**src/rtl/univ_shift_reg.sv**
```systemverilog
// Universal shift/rotate register: one command per start, one bit position
// per clock, with a start/busy/done handshake and serial in/out for chaining.
module univ_shift_reg #(
  parameter int WIDTH = 8,
  parameter int AMT_W = $clog2(WIDTH) + 1
) (
  input  logic             clk,
  input  logic             rst,
  input  logic             start,
  input  logic [2:0]       op,
  input  logic [AMT_W-1:0] amt,
  input  logic [WIDTH-1:0] din,
  input  logic             sin,
  output logic [WIDTH-1:0] dout,
  output logic             sout,
  output logic             busy,
  output logic             done
);

  typedef enum logic {
    IDLE,
    RUN
  } state_e;

  // 3'b110 and 3'b111 both decode as NOP through the case default
  typedef enum logic [2:0] {
    OP_LOAD = 3'b000,
    OP_SLL  = 3'b001,
    OP_SRL  = 3'b010,
    OP_SRA  = 3'b011,
    OP_ROL  = 3'b100,
    OP_ROR  = 3'b101,
    OP_NOP  = 3'b110
  } op_e;

  state_e           state_q, state_d;
  logic [2:0]       op_q, op_d;
  logic [AMT_W-1:0] count_q, count_d;
  logic [WIDTH-1:0] din_q, din_d;
  logic [WIDTH-1:0] dout_d;
  logic             sout_d, busy_d, done_d;
  logic             op_is_shift;

  // LOAD and NOP take no steps, so only shift/rotate ops load the counter
  assign op_is_shift = (op != OP_LOAD) && (op[2:1] != 2'b11);

  // Next-state, counter and datapath step selection
  always_comb begin
    state_d = state_q;
    op_d    = op_q;
    count_d = count_q;
    din_d   = din_q;
    dout_d  = dout;
    sout_d  = sout;
    busy_d  = busy;
    done_d  = 1'b0;
    case (state_q)
      IDLE: begin
        if (start) begin
          state_d = RUN;
          op_d    = op;
          din_d   = din;
          busy_d  = 1'b1;
          count_d = op_is_shift ? amt : '0;
        end
      end
      RUN: begin
        if (count_q != '0) begin
          count_d = count_q - AMT_W'(1);
          case (op_q)
            OP_SLL: begin
              dout_d = {dout[WIDTH-2:0], sin};
              sout_d = dout[WIDTH-1];
            end
            OP_SRL: begin
              dout_d = {sin, dout[WIDTH-1:1]};
              sout_d = dout[0];
            end
            OP_SRA: begin
              dout_d = {dout[WIDTH-1], dout[WIDTH-1:1]};
              sout_d = dout[0];
            end
            OP_ROL: begin
              dout_d = {dout[WIDTH-2:0], dout[WIDTH-1]};
              sout_d = dout[WIDTH-1];
            end
            OP_ROR: begin
              dout_d = {dout[0], dout[WIDTH-1:1]};
              sout_d = dout[0];
            end
            default: ;
          endcase
        end else begin
          state_d = IDLE;
          busy_d  = 1'b0;
          done_d  = 1'b1;
          if (op_q == OP_LOAD) dout_d = din_q;
        end
      end
      default: state_d = IDLE;
    endcase
  end

  // State and datapath registers, cleared asynchronously
  always_ff @(posedge clk or negedge rst) begin
    if (!rst) begin
      state_q <= IDLE;
      op_q    <= '0;
      count_q <= '0;
      din_q   <= '0;
      dout    <= '0;
      sout    <= 1'b0;
      busy    <= 1'b0;
      done    <= 1'b0;
    end else begin
      state_q <= state_d;
      op_q    <= op_d;
      count_q <= count_d;
      din_q   <= din_d;
      dout    <= dout_d;
      sout    <= sout_d;
      busy    <= busy_d;
      done    <= done_d;
    end
  end

endmodule

```
**config.mk**
```make
export PLATFORM = sky130hd
export DESIGN_NAME = univ_shift_reg
export DESIGN_NICKNAME = d
export VERILOG_FILES = /design/src/rtl/univ_shift_reg.sv
export SDC_FILE = /design/constraint.sdc
export NUM_CORES = 1
export LEC_CHECK = 0
export ABC_AREA = 1
export ABC_CLOCK_PERIOD_IN_PS = 4000
export BUFFER_PORTS_ARGS = -buffer_cell sky130_fd_sc_hd__buf_2
export CORE_UTILIZATION = 58
export CTS_CLUSTER_DIAMETER = 200
export CTS_CLUSTER_SIZE = 24
export DETAILED_ROUTE_END_ITERATION = 8
export PLACE_DENSITY = 0.81
export SLEW_MARGIN = 25
export SYNTH_ARGS = -nofsm -noshare
export SYNTH_HDL_FRONTEND = slang
export SYNTH_SLANG_ARGS = --single-unit
```
**constraint.sdc**
```tcl
create_clock -name clk -period 4 [get_ports clk]
set_input_delay 0 -clock clk [delete_from_list [all_inputs] [get_ports clk]]
set_output_delay 0 -clock clk [all_outputs]
set_load 0.01 [all_outputs]
```
==> results.sh <==
export IMPL_status="finished, final reports clean"
export IMPL_antenna_found_initial=0
export IMPL_placed_cells=230
export IMPL_port_buffer_count=29
export IMPL_drive_above_1_share_pct=28.4
export IMPL_dieHeight_um=52.2
export IMPL_worstPathArrival_ns=2.03
export IMPL_cp_start_kind="flip-flop"
export IMPL_maxCapViolCount=0
export IMPL_hold_end="count_q[1]"
export IMPL_ys_types=25
export IMPL_cts_htree_levels=1
export IMPL_insertion_delay_ns=0.33
export IMPL_die_w_um=52.2
export IMPL_crit_top_cell="nand2_1"
export IMPL_whs_ns=0.0166
export IMPL_path_class="flip-flop to flip-flop"
export IMPL_fin_setup_tns_ns=0
export IMPL_skew_ns=0.00608
export IMPL_cp_slowest_cell="dfrtp_1"
export IMPL_synth_nets=197
export IMPL_vias=1381
export IMPL_synth_most_common_cell="nand2_1"
export IMPL_nNetsFinal=239
export IMPL_place_area_um2=1610
export IMPL_critPathMaxFanout=20
export IMPL_hold_viol_final=0
export IMPL_post_cts_buffers=0
export IMPL_drt_iter0_markers=55
export IMPL_place_hpwl_mm=2.50
export IMPL_drv_slew=0
export IMPL_cts_tree="yes"
export IMPL_r2r_slack_ns=2.21
export IMPL_min_path_cells=5
export IMPL_cts_root_buf="clkbuf_4"
export IMPL_yosys_top_cells_area="dfrtp_1 (46%), nand2_1 (12%), nand3_1 (11%)"
export IMPL_synthArstFlopShare_pct=100
export IMPL_p_leak_nw=0.925
export IMPL_antenna_cells=0
export IMPL_synthToLayoutAreaGrowth_pct=20.3
export IMPL_postRouteAntennaNets=0
export IMPL_critPathRequiredTime_ns=4.24
export IMPL_power_mw=1.43
export IMPL_synth_common_cells="nand2_1 (47), nand3_1 (32), dfrtp_1 (27)"
export IMPL_cts_buffers=3
export IMPL_fin_area_um2=1760
export IMPL_reg2reg_depth=8
export IMPL_clkTransAtPathRegs_ns=0.15
export IMPL_peakVddDrop_mv=0.574
export IMPL_dieArea_um2=2720
export IMPL_worstHoldStart="amt[1]"
export IMPL_period_minus_slack_ns=1.79
export IMPL_multi_input_area_um2=679
export IMPL_drc=0
export IMPL_synth_top_area_cell="dfrtp_1"
export IMPL_gp_congestion=0.933
export IMPL_ys_warn_count=0
export IMPL_finalSetupViolCount=0
export IMPL_slew_headroom_pct=59.5
export IMPL_firstDrtPassIters=5
export IMPL_synth_seq_area_share_pct=46.3
export IMPL_core_um2=2300
export IMPL_hold_path_class="input port to flip-flop"
export IMPL_viasPerCell=5.61
export IMPL_rsz0062_at_grt="false"
export IMPL_power_density_nw_per_um2=816
export IMPL_overflow=0
export IMPL_num_rows=17
export IMPL_stdcell_count=246
export IMPL_grt_pass1_wl_mm=5.78
export IMPL_ys_ff_latch=27
export IMPL_cts_sinks=27
export IMPL_fmax_mhz=558
export IMPL_finalCritPeriodShare_pct=44.8
export IMPL_drt_total_wl_mm=3.52
export IMPL_syn_inst=177
export IMPL_synth_edf_count=0
export IMPL_grt_usage_pct=29.8
export IMPL_cp_cell_sequence="inv_1, ha_1, nand2_2, nand4_1, nand2_4, inv_4, nand2_1, nand2_1"
export IMPL_cts_buffer_depth=2
export IMPL_avgSynthCellArea_um2=8.25
export IMPL_end_kind="flip-flop"
export IMPL_ys_flop_type="dfrtp_1"
export IMPL_grt_pass1_vias=1301
export IMPL_regToRegEndpoint="dout[4]"
export IMPL_r2r_start="count_q[0]"
export IMPL_worstMarginPinSlew_ns=0.608
export IMPL_wire_per_inst_um=14.3
export IMPL_synth_area_um2=1460
export IMPL_start_util_pct=63.6
export IMPL_grt_start_max_net_pins=28
export IMPL_num_fill_cells=168
export IMPL_post_cts_resized=0
export IMPL_synth_top_area_share_pct=46.3
export IMPL_pin_count=30
export IMPL_ff_latch_area_um2=676
export IMPL_cpPeakStageDelay_ns=0.37
[power breakdown]
part / total (mW) / leakage [nW] / internal (mW) / switching, mW
logic: 0.791 / 0.579 / 0.299 / 0.491
registers: 0.523 / 0.329 / 0.407 / 0.116
clock network: 0.120 / 0.0177 / 0.0375 / 0.0826
[stage by stage]
step	setup slack [ns]	util [%]
6_report	2.21	76.5
5_1_grt	2.10	76.5
4_1_cts	2.24	76.5
3_5_place_dp	2.27	70.0
3_3_place_gp	2.38	70.0
2_1_floorplan	2.61	-
[state kept, by name, summed over array words and instances, names as in the netlist]
name     cells
op_q         3
busy         1
count_q      4
sout         1
done         1
din_q        8
state_q      1
dout         8
[worst max-delay path, delay by kind of cell, from the launching register on]
kind,cells,cell delay [ns]
adders and majority gates,1,0.26
buffers and inverters,2,0.14
DFF,1,0.37
and+or+nand+nor,5,0.93
[layout make-up]
| type | count | area share, % |
|---|---|---|
| clock buffers | 3 | 1.28 |
| clock inverters | 1 | 0.285 |
| inverters | 19 | 4.20 |
| multi-input cells | 127 | 38.7 |
| flip-flops and latches | 27 | 38.5 |
| well taps | 28 | 1.99 |
| repair buffers | 41 | 15.1 |
[routing by layer]
metal	GRT usage [%]	vias up	routed length, um
met5	0	-	0
met3	4.35	10	189
met1	36.6	648	1390
met4	10.5	0	64
met2	53.0	60	1880
li1	-	663	-
[how the worst max path moves through the flow]
stage	to	from	depth (start not counted)	slack, ns
finish	dout[4]	count_q[0]	8	2.21
global route	dout[1]	count_q[0]	8	2.10
CTS	dout[4]	count_q[0]	8	2.24
detailed placement	dout[2]	count_q[0]	8	2.27
global placement	dout[0]	count_q[0]	8	2.38
floorplan	dout[0]	count_q[0]	9	2.61
[kinds of logic after synthesis]
logic type      synth area share, %
compound gates                 5.91
xor+xnor                      0.600
fa+ha+maj                     0.857
buf+inv                        7.20
flops                          46.3
mux                            5.40
simple gates                   33.8
[repair_timing]
action	in CTS	in global routing
endpoints found under the setup margin	0	0
hold buffers	12	0
endpoints found under the hold margin	38	0
[cells in the final DEF, fill, tap and decap left out, types with 2 or more instances in the layout]
cell type	netlist	final
nand2_1	47	47
nand3_1	32	32
buf_2	1	29
dfrtp_1	27	27
inv_1	16	16
dlygate4sd3_1	0	12
o21ai_0	10	10
or2_2	7	7
mux2_2	7	7
nand2_2	4	4
nand4_1	4	4
nor2_2	3	3
nor2_1	3	3
clkbuf_4	0	3
inv_2	2	2
nand2_4	2	2
Note: power is estimated with default switching activity, not from simulation.
